--- src/rtl/link_pkg.sv ---
// Shared definitions for the link-port serial transceiver: FSM states and
// default timing parameters.
package link_pkg;

  typedef enum logic [1:0] {
    IDLE   = 2'd0,
    M_LOW  = 2'd1,
    M_HIGH = 2'd2,
    S_XFER = 2'd3
  } state_e;

  localparam int CLK_HALF_DEF = 488;
  localparam int TIMEOUT_DEF  = 65535;

endpackage

--- src/rtl/lp_sync.sv ---
// Two-flop synchronizer for asynchronous link-port pins; idles high so a
// reset looks like an undriven, pulled-up line.
module lp_sync #(
  parameter int WIDTH = 1
) (
  input  logic             clk_i,
  input  logic             rst_ni,
  input  logic [WIDTH-1:0] d_i,
  output logic [WIDTH-1:0] q_o
);

  logic [WIDTH-1:0] meta_q;
  logic [WIDTH-1:0] sync_q;

  always_ff @(posedge clk_i or negedge rst_ni) begin
    if (!rst_ni) begin
      meta_q <= '1;
      sync_q <= '1;
    end else begin
      meta_q <= d_i;
      sync_q <= meta_q;
    end
  end

  assign q_o = sync_q;

endmodule

--- src/rtl/link_port_xcvr.sv ---
// Link-port byte transceiver: MSB-first shift on a self-generated (master)
// or peer-supplied (slave) serial clock, with slave inactivity timeout.
module link_port_xcvr
  import link_pkg::*;
#(
  parameter int CLK_HALF = CLK_HALF_DEF,
  parameter int TIMEOUT  = TIMEOUT_DEF
) (
  input  logic       clk_8m,
  input  logic       rst_n,
  input  logic       lp_clk_in,
  output logic       lp_clk_out,
  output logic       lp_clk_oe,
  input  logic       lp_din,
  output logic       lp_dout,
  input  logic [7:0] tx_data,
  input  logic       start,
  input  logic       int_clk,
  output logic [7:0] rx_data,
  output logic       done,
  output logic       err,
  output logic       busy
);

  localparam int HW = $clog2(CLK_HALF + 1);
  localparam int TW = $clog2(TIMEOUT + 1);
  localparam logic [HW-1:0] HALF_END = HW'(CLK_HALF - 1);
  localparam logic [TW-1:0] TO_END   = TW'(TIMEOUT - 1);

  logic          clk_s;
  logic          din_s;
  logic          clk_prev_q;
  logic          clk_rise;
  logic          clk_fall;
  logic [7:0]    shifted;

  state_e        state_q, state_d;
  logic [7:0]    sr_q, sr_d;
  logic [7:0]    rx_q, rx_d;
  logic [2:0]    cnt_q, cnt_d;
  logic          last_q, last_d;
  logic [HW-1:0] half_q, half_d;
  logic [TW-1:0] to_q, to_d;
  logic          dout_q, dout_d;
  logic          done_q, done_d;
  logic          err_q, err_d;

  lp_sync #(.WIDTH(1)) u_sync_clk (
    .clk_i  (clk_8m),
    .rst_ni (rst_n),
    .d_i    (lp_clk_in),
    .q_o    (clk_s)
  );

  lp_sync #(.WIDTH(1)) u_sync_din (
    .clk_i  (clk_8m),
    .rst_ni (rst_n),
    .d_i    (lp_din),
    .q_o    (din_s)
  );

  assign clk_rise = clk_s & ~clk_prev_q;
  assign clk_fall = ~clk_s & clk_prev_q;
  assign shifted  = {sr_q[6:0], din_s};

  always_ff @(posedge clk_8m or negedge rst_n) begin
    if (!rst_n) begin
      state_q    <= IDLE;
      sr_q       <= 8'hFF;
      rx_q       <= 8'h00;
      cnt_q      <= 3'd0;
      last_q     <= 1'b0;
      half_q     <= '0;
      to_q       <= '0;
      dout_q     <= 1'b1;
      done_q     <= 1'b0;
      err_q      <= 1'b0;
      clk_prev_q <= 1'b1;
    end else begin
      state_q    <= state_d;
      sr_q       <= sr_d;
      rx_q       <= rx_d;
      cnt_q      <= cnt_d;
      last_q     <= last_d;
      half_q     <= half_d;
      to_q       <= to_d;
      dout_q     <= dout_d;
      done_q     <= done_d;
      err_q      <= err_d;
      clk_prev_q <= clk_s;
    end
  end

  always_comb begin
    state_d = state_q;
    sr_d    = sr_q;
    rx_d    = rx_q;
    cnt_d   = cnt_q;
    last_d  = last_q;
    half_d  = half_q;
    to_d    = to_q;
    dout_d  = dout_q;
    done_d  = 1'b0;
    err_d   = 1'b0;

    unique case (state_q)
      IDLE: begin
        if (start) begin
          sr_d   = tx_data;
          cnt_d  = 3'd0;
          last_d = 1'b0;
          half_d = '0;
          to_d   = '0;
          // Master: this acceptance edge is also the first serial falling edge.
          if (int_clk) begin
            state_d = M_LOW;
            dout_d  = tx_data[7];
          end else begin
            state_d = S_XFER;
          end
        end
      end

      M_LOW: begin
        if (half_q == HALF_END) begin
          half_d  = '0;
          state_d = M_HIGH;
          sr_d    = shifted;
          if (cnt_q == 3'd7) last_d = 1'b1;
          else               cnt_d  = cnt_q + 3'd1;
        end else begin
          half_d = half_q + 1'b1;
        end
      end

      M_HIGH: begin
        if (half_q == HALF_END) begin
          half_d = '0;
          dout_d = sr_q[7];
          if (last_q) begin
            state_d = IDLE;
            rx_d    = sr_q;
            done_d  = 1'b1;
          end else begin
            state_d = M_LOW;
          end
        end else begin
          half_d = half_q + 1'b1;
        end
      end

      S_XFER: begin
        // A clock edge takes priority over a coincident timeout expiry.
        if (clk_fall) begin
          to_d   = '0;
          dout_d = sr_q[7];
        end else if (clk_rise) begin
          to_d = '0;
          sr_d = shifted;
          if (cnt_q == 3'd7) begin
            last_d  = 1'b1;
            state_d = IDLE;
            rx_d    = shifted;
            done_d  = 1'b1;
            dout_d  = sr_q[6];
          end else begin
            cnt_d = cnt_q + 3'd1;
          end
        end else if (to_q == TO_END) begin
          state_d = IDLE;
          err_d   = 1'b1;
          dout_d  = sr_q[7];
        end else begin
          to_d = to_q + 1'b1;
        end
      end

      default: state_d = IDLE;
    endcase
  end

  assign lp_dout    = dout_q;
  assign lp_clk_out = (state_q != M_LOW);
  assign lp_clk_oe  = (state_q == M_LOW) || (state_q == M_HIGH);
  assign busy       = (state_q != IDLE);
  assign rx_data    = rx_q;
  assign done       = done_q;
  assign err        = err_q;

endmodule

--- config.mk ---
export PLATFORM = sky130hd
export DESIGN_NAME = link_port_xcvr
export DESIGN_NICKNAME = d
export VERILOG_FILES = /design/src/rtl/link_pkg.sv /design/src/rtl/lp_sync.sv /design/src/rtl/link_port_xcvr.sv
export SDC_FILE = /design/constraint.sdc
export NUM_CORES = 1
export LEC_CHECK = 0
export CORE_MARGIN = 3
export CORE_UTILIZATION = 55
export CTS_BUF_LIST = sky130_fd_sc_hd__clkbuf_16
export DETAILED_ROUTE_END_ITERATION = 7
export PLACE_DENSITY = 0.75
export SETUP_SLACK_MARGIN = 0.1
export SYNTH_ARGS = -nofsm -noshare
export SYNTH_HDL_FRONTEND = slang
export SYNTH_SLANG_ARGS = --single-unit
--- constraint.sdc ---
create_clock -name clk_8m -period 5.5 [get_ports clk_8m]
set_input_delay 1.1 -clock clk_8m [delete_from_list [all_inputs] [get_ports clk_8m]]
set_output_delay 1.1 -clock clk_8m [all_outputs]
set_load 0.1 [all_outputs]
* Word-level counts from Yosys, hierarchy flattened
Index checks and enable logic that the tools add are counted.
Storage, ports and cells: register bits 55, input bits 14, word-level logic and storage cells 116
Cells by class: add/sub/neg operators 3, equality and inequality tests 20, muxes and demuxes 59, bitwise operators 4, reduce and logical (&&, ||, !) cells 15
Operators with widths (number):
- $mux 8 | 9
- $mux 16 | 4
- $pmux 16 s2 | 1
- $pmux 8 s3 | 1
- $mux 1 | 22
- $mux 9 | 2
- $pmux 9 s2 | 1
- $reduce_and 6->1 | 3
- $add 16x1->16 const B | 1
- $eq 16x16->1 const B | 1
- $mux 2 | 8
- $ne 2x2->1 const B | 8
- $pmux 8 s2 | 1
- $mux 3 | 5
- $ne 4x4->1 const B | 3
- $add 9x1->9 const B | 1
- $eq 9x9->1 const B | 1
- $pmux 3 s3 | 1
- $pmux 2 s4 | 1
- $reduce_bool 2->1 | 4
- $ne 3x3->1 const B | 2
- $pmux 1 s3 | 2
- $reduce_bool 3->1 | 2
- $reduce_and 5->1 | 1
- other kinds (13) | 16

* Depth between registers and ports, before layout
Gate-level depths: netlist of run 1.
depth after elaboration 5, mapped depth 11, gate-level depth less buffers 7

* By module
From an unflattened synthesis of run 1, not the netlist that was laid out.
Unflattened totals: cell total of the unflattened synthesis 304, area, all modules 3039.2 um^2
By module, submodules not included:
- link_port_xcvr | times used 1, cells each 300, area an instance 2934.1 um^2, seq. area each 1288.7 um^2
- lp_sync | times used 2, cells each 2, area an instance 52.6 um^2, seq. area each 52.6 um^2

* Worst setup path before layout of run 1
Ideal clock, no wire load.
path type reg-to-output, from reg state_q[0], to out lp_clk_oe, arrival time 1.909 ns, path slack 2.491 ns, cell stages (with the launch flop) 4, buffers on the path 1, path through dfrtp_1 clkbuf_1 inv_1 ha_1
On the way: word-level cells in the longest chain between the ends 2
Ends and longest elaborated chain:
- start: declaration | RTL line link_port_xcvr.sv:37 | state_e state_q, state_d;
- start signal: assignment | RTL line link_port_xcvr.sv:80 | state_q <= state_d;
- $eq 2x1->1 / $eq 2x2->1 (equally long branches) | RTL line link_port_xcvr.sv:184 | assign lp_clk_oe = (state_q == M_LOW) || (state_q == M_HIGH);
- $logic_or 1x1->1 * | RTL line link_port_xcvr.sv:184
- end: declaration | RTL line link_port_xcvr.sv:13 | output logic lp_clk_oe,
Every way passes the cells marked *; elsewhere a longest branch is shown, timed or not.

* Worst setup path in the final report of run 1
Same ends and word-level chain as after synthesis.

==> results of run 1 <==
-- per-layer routing --
layer	GRT usage	part of all wire	vias to the layer above
met5	0	0	-
met4	0.0412	0.0051	0
met3	0.0384	0.028	2
met2	0.331	0.47	33
met1	0.292	0.50	1099
li1	-	-	1130
-- logic make-up after synthesis --
group           synth area share
fa+ha+maj                 0.0588
mux                        0.119
simple gates               0.159
buf+inv                   0.0382
xor+xnor                  0.0147
flops                      0.468
compound gates             0.143
-- power breakdown --
part           switching, mW  total (mW)  internal (mW)
combinational          0.762        1.12          0.356
clock                  0.147       0.319          0.172
sequential            0.0940       0.626          0.532
total                   1.00        2.06           1.06
-- flip-flops by register name (all words and copies together), names as in the netlist, 2 cells and up --
signal,flops
half_q,9
state_q,2
cnt_q,3
to_q,16
sr_q,8
rx_data,8
-- cells in the final DEF (no fill, tap or decap), types with 4 or more instances in the layout --
cell	synthesis	final
ha_1	14	14
nand2_1	26	26
nor2_1	34	34
nand2b_1	4	4
nand3_1	10	10
inv_1	13	13
nor3_1	5	5
mux2i_1	13	13
clkbuf_16	0	5
xor2_1	4	4
dfrtp_1	41	41
nand4_1	8	8
o31ai_1	11	11
o21ai_0	17	17
o21ai_1	6	6
nor2b_1	4	4
mux2_1	8	8
a21oi_1	18	18
mux2_2	12	12
dfstp_2	14	14
clkdlybuf4s50_1	0	26
-- layout make-up --
cell class | count | area [µm²] | share of cell area
Multi-Input combinational cell | 221 | 1470 | 0.430
Timing Repair Buffer | 28 | 273 | 0.0797
Inverter | 13 | 48.8 | 0.0143
Clock buffer | 5 | 125 | 0.0365
Sequential cell | 55 | 1390 | 0.407
Tap cell | 70 | 87.6 | 0.0256
Clock inverter | 3 | 22.5 | 0.00658
-- worst max-delay path by stage --
| stage | start | slack, ps | cells past startpoint | endpoint |
|---|---|---|---|---|
| floorplan | state_q[0] | 2490 | 3 | lp_clk_oe |
| global placement | state_q[0] | 1950 | 3 | lp_clk_oe |
| detailed placement | state_q[0] | 1880 | 3 | lp_clk_oe |
| CTS | state_q[0] | 1580 | 3 | lp_clk_oe |
| global route | state_q[0] | 1420 | 3 | lp_clk_oe |
| finish | state_q[0] | 1600 | 3 | lp_clk_oe |
-- per-stage QoR --
step	total power, mW	hold WS, ps
2_1_floorplan	1.51	345
3_3_place_gp	1.73	346
3_5_place_dp	1.75	347
4_1_cts	2.07	358
5_1_grt	2.20	361
6_report	2.06	357
==> metrics, run 1 <==
status=finished, final reports clean; post-synth net total=329; antenna viol nets, final=0; fin crit share=0.710; initial drt markers=138; post_cts resized=0; Post-Synthesis Cell Area=2980 µm²; DR WL/cell=14.8 µm; unrepaired setup endpoints after global routing=no; Post-CTS Hold Buffers=0; Crit path required time=4400 ps; DRT Pass-1 Iters=4; Final Max Tran Viols=0; non-filler cells, final=395; Worst path slowest cell=clkdlybuf4s50_1; EDFF count, synth=0; final setup fails=0; Max clock buf depth=2; Worst-path clk slew=70 ps; Root Buffer=clkbuf_16; Crit Path Max Fanout=13; Inst Count DP=387; Post-synth top cells=dfrtp_1 (41), nor2_1 (34), nand2_1 (26); dominant synthesized flop cell=dfrtp_1; r2r endpoint=to_q[6]; initial antenna violation count=0; crit path DAT=2800 ps; CTS tree=yes; Power Dens Cells=602 nW/µm²; leakage power=1.43 nW; TritonCTS Sinks=55; area leader, netlist=dfrtp_1; async set or reset register ratio after synthesis=1.00; DRC Markers=0; Port Buf Inserts=27; setup tns final=0 ps; peak supply drop=451 µV; top cells by area, synth=dfrtp_1 (34%), dfstp_2 (12%), ha_1 (5.9%); CP Launch Type=flip-flop; Die Ht=79.6 µm; Setup WS post-layout=1600 ps; Max Fclk=256 MHz; Unique masters post-synth=44; n_diodes=0; clk_lat worst skew=290 ps; HP Class=reg -> reg; max-cap viol count=0; max incr delay on CP=1170 ps; Worst-Margin Slew=992 ps; starting density of the core=0.576; H-tree levels=2; Routability Congestion=0.820; worst reg2reg path depth=5; kind of critical path=reg -> out; DIE AREA=6340 µm²; cell area after layout=3420 µm²; CTS Buf Count=5; Final Hold Vio Count=0; Layout area overhead=14.9%; final wirelength=5860 µm; average size of a mapped cell=9.90 µm²; sequential area share after synthesis=0.468; post-place setup slack=1880 ps; Crit path max-delay family=buffers and inverters; crit end category=primary output; Slew Limit Headroom=0.337; placed inst area=3280 µm²; most frequent cell after synthesis=dfrtp_1; layout cells sized above 1=0.120; global-route wire length before repair=10400 µm; Final Net Count=352; number of fill cells=396; CP cell instances=inv_1 -> ha_1 -> clkdlybuf4s50_1; end-of-flow core utilization=0.662; setup slack, reg-to-reg=2320 ps; min-delay src=u_sync_clk.meta_q; Vias/cell=5.73; vias in the first global route=2219; start of the worst register-to-register path=state_q[0]; min Tclk post-route=3900 ps; HPWL Detailed=4100 µm; Post-CTS Setup Inserts=0; I/O pin cnt=28; Syn Inst Count=301; Seq cells post-synth=55; GR Overflow Total=0; vias=2264; core area=5170 µm²; top cell type's share of synthesized area=0.344; Clock Skew=5.36 ps; Row Count=26; die width=79.6 µm; synth warn=0; Hold Path Depth=0; WHS Endpoint=u_sync_clk.q_o; largest net degree at the start of global routing=56; worst path bufs/invs=2; GR Util All Layers=0.206
Note: power is estimated with default switching activity, not from simulation.
==> inputs of run 2 (changes only) <==
==> constraint.sdc (replaced) <==
create_clock -name clk_8m -period 3.81 [get_ports clk_8m]
set_input_delay 0.762 -clock clk_8m [delete_from_list [all_inputs] [get_ports clk_8m]]
set_output_delay 0.762 -clock clk_8m [all_outputs]
set_load 0.1 [all_outputs]
==> run 2 against run 1 <==
Net effect:
- sequential power is 44% higher
- first-iteration DRC count is 28% higher
- cell count is 0.51% higher
- core utilization is 0.46 points higher
- clock power is 59% higher
- via count is 0.93% higher
- total power is 47% higher
- clock-buffer cell count stayed put
- die area stayed put
==> metrics, run 2 (same netlist as run 1, synthesis figures left out) <==
Worst-path clk slew=70 ps; crit path DAT=2020 ps; Clock Skew=3.67 ps; antenna viol nets, final=0; layout cells sized above 1=0.131; Vias/cell=5.76; post_cts resized=0; Die Ht=79.6 µm; initial drt markers=177; Slew Limit Headroom=0.335; setup tns final=0 ps; crit end category=primary output; Layout area overhead=15.7%; Max clock buf depth=2; Row Count=26; Final Net Count=354; Power Dens Cells=878 nW/µm²; commonest non-fill, non-tap cells in the layout=dfrtp_1 (41), nor2_1 (34), nand2_1 (26); H-tree levels=2; Setup WS post-layout=1030 ps; Root Buffer=clkbuf_16; Post-CTS Hold Buffers=0; number of fill cells=403; TritonCTS Sinks=55; I/O pin cnt=28; DIE AREA=6340 µm²; n_diodes=0; die width=79.6 µm; Inst Count DP=389; status=finished, final reports clean; Max Fclk=360 MHz; HP Class=reg -> reg; CTS tree=yes; GR Util All Layers=0.211; register area=1390 µm²; vias in the first global route=2259; Biggest register=to_q; max-cap viol count=0; non-filler cells, final=397; post-place setup slack=997 ps; Final Hold Vio Count=0; CTS Buf Count=5; DRT Pass-1 Iters=4; largest net degree at the start of global routing=36; max reg flops=16; leakage power=1.44 nW; GR Overflow Total=0; vias=2285; core area=5170 µm²; global-route wire length before repair=10600 µm; fin crit share=0.730; multi-input logic area=1470 µm²; Port Buf Inserts=27; kind of critical path=reg -> out; unrepaired setup endpoints after global routing=no; final setup fails=0; Power, Total=3.03 mW; most common cell after layout, fill and taps aside=dfrtp_1; initial antenna violation count=0; DR WL/cell=15.1 µm; Crit path required time=3050 ps; Crit Path Max Fanout=13; min Tclk post-route=2780 ps; starting density of the core=0.576; HPWL Detailed=4190 µm; DRC Markers=0; Routability Congestion=0.783; biggest regs=to_q x16, half_q x9; Final Max Tran Viols=0; peak supply drop=761 µV; clk_lat worst skew=290 ps; CP Launch Type=flip-flop; final wirelength=6010 µm; Post-CTS Setup Inserts=0; Worst-Margin Slew=994 ps
[run 2: cell count changes in the layout (fill, tap and decap cells not counted)]
cell             change
bufinv_16            +1
buf_4                +5
clkdlybuf4s50_1      -3
inv_6                -2
clkinv_1             +1
[run 2: power breakdown]
part           internal [mW]  total, mW  switching [mW]
Sequential             0.768      0.902           0.134
Clock                  0.307      0.506           0.200
Combinational          0.513       1.62            1.11
Total                   1.59       3.03            1.44
[run 2: critical path: stages (launching register included)]
cell and delay (ps):
dfrtp_1 700, inv_1 200, ha_1 480, buf_4 350
[run 2: area by class of cell]
type                       count  area share
tap                           70      0.0254
inverter                      13      0.0142
clock buffer                   5      0.0363
sequential                    55       0.404
clock inverter                 3      0.0113
multi-input combinational    221       0.427
timing repair buffer          30      0.0813
[run 2: through the flow]
step | hold WS, ps | instance area, µm² | utilization
after global routing | 363 | 3450 | 0.666
after CTS | 357 | 3450 | 0.666
final | 356 | 3450 | 0.666
after detailed placement | 347 | 3280 | 0.635
after global placement | 346 | 3280 | 0.635
after floorplan | 345 | 2980 | -
[run 2: final timing paths]
path | slack (ps) | endpoint | cells after the start | from
setup reg to reg | 1070 | to_q[14] | 7 | state_q[0]
max in group asynchronous | 2440 | lp_dout | 2 | rst_n
hold / removal | 360 | u_sync_din.q_o | 0 | u_sync_din.meta_q
setup / recovery | 1030 | lp_clk_oe | 3 | state_q[0]
min in group asynchronous | 550 | rx_data[6] | 1 | rst_n
hold reg to reg | 360 | u_sync_din.q_o | 0 | u_sync_din.meta_q
[run 2: routing by layer]
metal,wire length [µm],up-vias,track usage
met4,65,0,0.0601
met2,2730,45,0.331
li1,-,1123,-
met1,3000,1113,0.300
met3,211,4,0.0395
met5,0,-,0
==> inputs of run 3 (changes only) <==
==> constraint.sdc (replaced) <==
create_clock -name clk_8m -period 2.8 [get_ports clk_8m]
set_input_delay 0.56 -clock clk_8m [delete_from_list [all_inputs] [get_ports clk_8m]]
set_output_delay 0.56 -clock clk_8m [all_outputs]
set_load 0.1 [all_outputs]
==> run 3 against run 2 <==
Net effect:
- non-clock buffer count grew 4
- clock skew increased by 2.2 ps
- first-iteration DRC count grew 15%
- total power grew 38%
- combinational power increased by 46%
- critical path type is now reg -> reg
- largest power group unchanged
- cell count up 1.0%
- hold slack improved by 2.5 ps
- sequential share of layout area decreased by 0.19 points
==> metrics, run 3 (same netlist as run 1, synthesis figures left out) <==
CTS Buf Count=5; biggest regs=to_q x16, half_q x9; fin crit share=0.871; most common cell after layout, fill and taps aside=dfrtp_1; max reg flops=16; Crit path required time=2970 ps; Max Fclk=410 MHz; hold slack=359 ps; antenna viol nets, final=0; status=finished, final reports clean; WP depth=6; Crit Path Max Fanout=8; kind of critical path=reg -> reg; max incr delay on CP=660 ps; worst reg2reg path depth=6; Setup WS post-layout=362 ps; final setup fails=0; Port Buf Inserts=27; I/O pin cnt=28; Clock Skew=5.90 ps; die width=79.6 µm; initial antenna violation count=0; Root Buffer=clkbuf_16; commonest non-fill, non-tap cells in the layout=dfrtp_1 (41), nor2_1 (34), nand2_1 (26); n_diodes=0; Post-CTS Setup Inserts=0; end-of-flow core utilization=0.670; CP cell instances=ha_1 -> nand4_1 -> or4_1 -> o21ai_1 -> nand2_1 -> mux2_1; clk_lat worst skew=290 ps; unrepaired setup endpoints after global routing=no; max-cap viol count=0; Final Net Count=358; peak supply drop=933 µV; HP Class=reg -> reg; vias=2328; crit path DAT=2610 ps; largest net degree at the start of global routing=56; Worst-path clk slew=70 ps; leakage power=1.47 nW; Post-CTS Hold Buffers=0; worst path bufs/invs=0; layout cells sized above 1=0.181; Row Count=26; Crit path max-delay family=simple AND/OR/NAND/NOR gates; starting density of the core=0.576; Layout area overhead=16.2%; non-filler cells, final=401; post_cts resized=0; core area=5170 µm²; Inst Count DP=393; DR WL/cell=15.3 µm; min Tclk post-route=2440 ps; Final Hold Vio Count=0; CTS tree=yes; Worst-Margin Slew=673 ps; Power Dens Cells=1210 nW/µm²; setup slack, reg-to-reg=360 ps; Critical Path End=rx_data[6]; Final Max Tran Viols=0; setup tns final=0 ps; vias in the first global route=2149; Vias/cell=5.81; HPWL Detailed=4330 µm; final wirelength=6120 µm; initial drt markers=203; TritonCTS Sinks=55; start of the worst register-to-register path=half_q[0]; crit end category=flip-flop; H-tree levels=2; Max clock buf depth=2; DIE AREA=6340 µm²; GR Overflow Total=0; DRT Pass-1 Iters=5; CP Launch Type=flip-flop; DRC Markers=0; Die Ht=79.6 µm; CP Launch Point=half_q[0]; global-route wire length before repair=10300 µm; post-place setup slack=384 ps; r2r endpoint=rx_data[6]; Slew Limit Headroom=0.547; GR Util All Layers=0.206; Routability Congestion=0.785; Worst path slowest cell=or4_1; Biggest register=to_q
run 3: worst min path at each step:
stage	start	to	slack (ps)	depth (start not counted)
6_report	u_sync_clk.meta_q	u_sync_clk.q_o	360	0
5_1_grt	u_sync_clk.meta_q	u_sync_clk.q_o	370	0
4_1_cts	u_sync_clk.meta_q	u_sync_clk.q_o	360	0
3_5_place_dp	u_sync_clk.meta_q	u_sync_clk.q_o	350	0
3_3_place_gp	u_sync_clk.meta_q	u_sync_clk.q_o	350	0
2_1_floorplan	rst_n	cnt_q[0]	260	0
run 3: cell type report:
type,count,area [µm²]
fillers,420,1710
multi-input cells,221,1480
flip-flops and latches,55,1390
repair buffers,34,308
clock buffers,5,125
well taps,70,87.6
inverters,13,48.8
clock inverters,3,25.0
run 3: per-stage QoR:
stage               area, µm²  power [mW]
finish                   3460        4.19
detailed placement       3310        3.58
global placement         3310        3.52
floorplan                2980        2.98
global route             3460        4.43
CTS                      3460        4.22
run 3: worst reg2reg max path, delay by kind of cell (launching register included):
family	cells	cell delay (ps)
simple gates	3	1060
flops	1	420
mux	1	400
fa+ha+maj	1	240
compound gates	1	200
run 3: power breakdown:
group | switching, mW | internal (mW)
registers | 0.165 | 1.05
logic | 1.57 | 0.789
clock network | 0.290 | 0.335
run 3: routing by layer:
metal | global-route usage | wire length, µm | vias to the layer above
met1 | 0.300 | 2950 | 1133
met2 | 0.325 | 2860 | 57
met4 | 0.0430 | 53 | 0
met3 | 0.0339 | 249 | 6
li1 | - | - | 1132
met5 | 0 | 0 | -
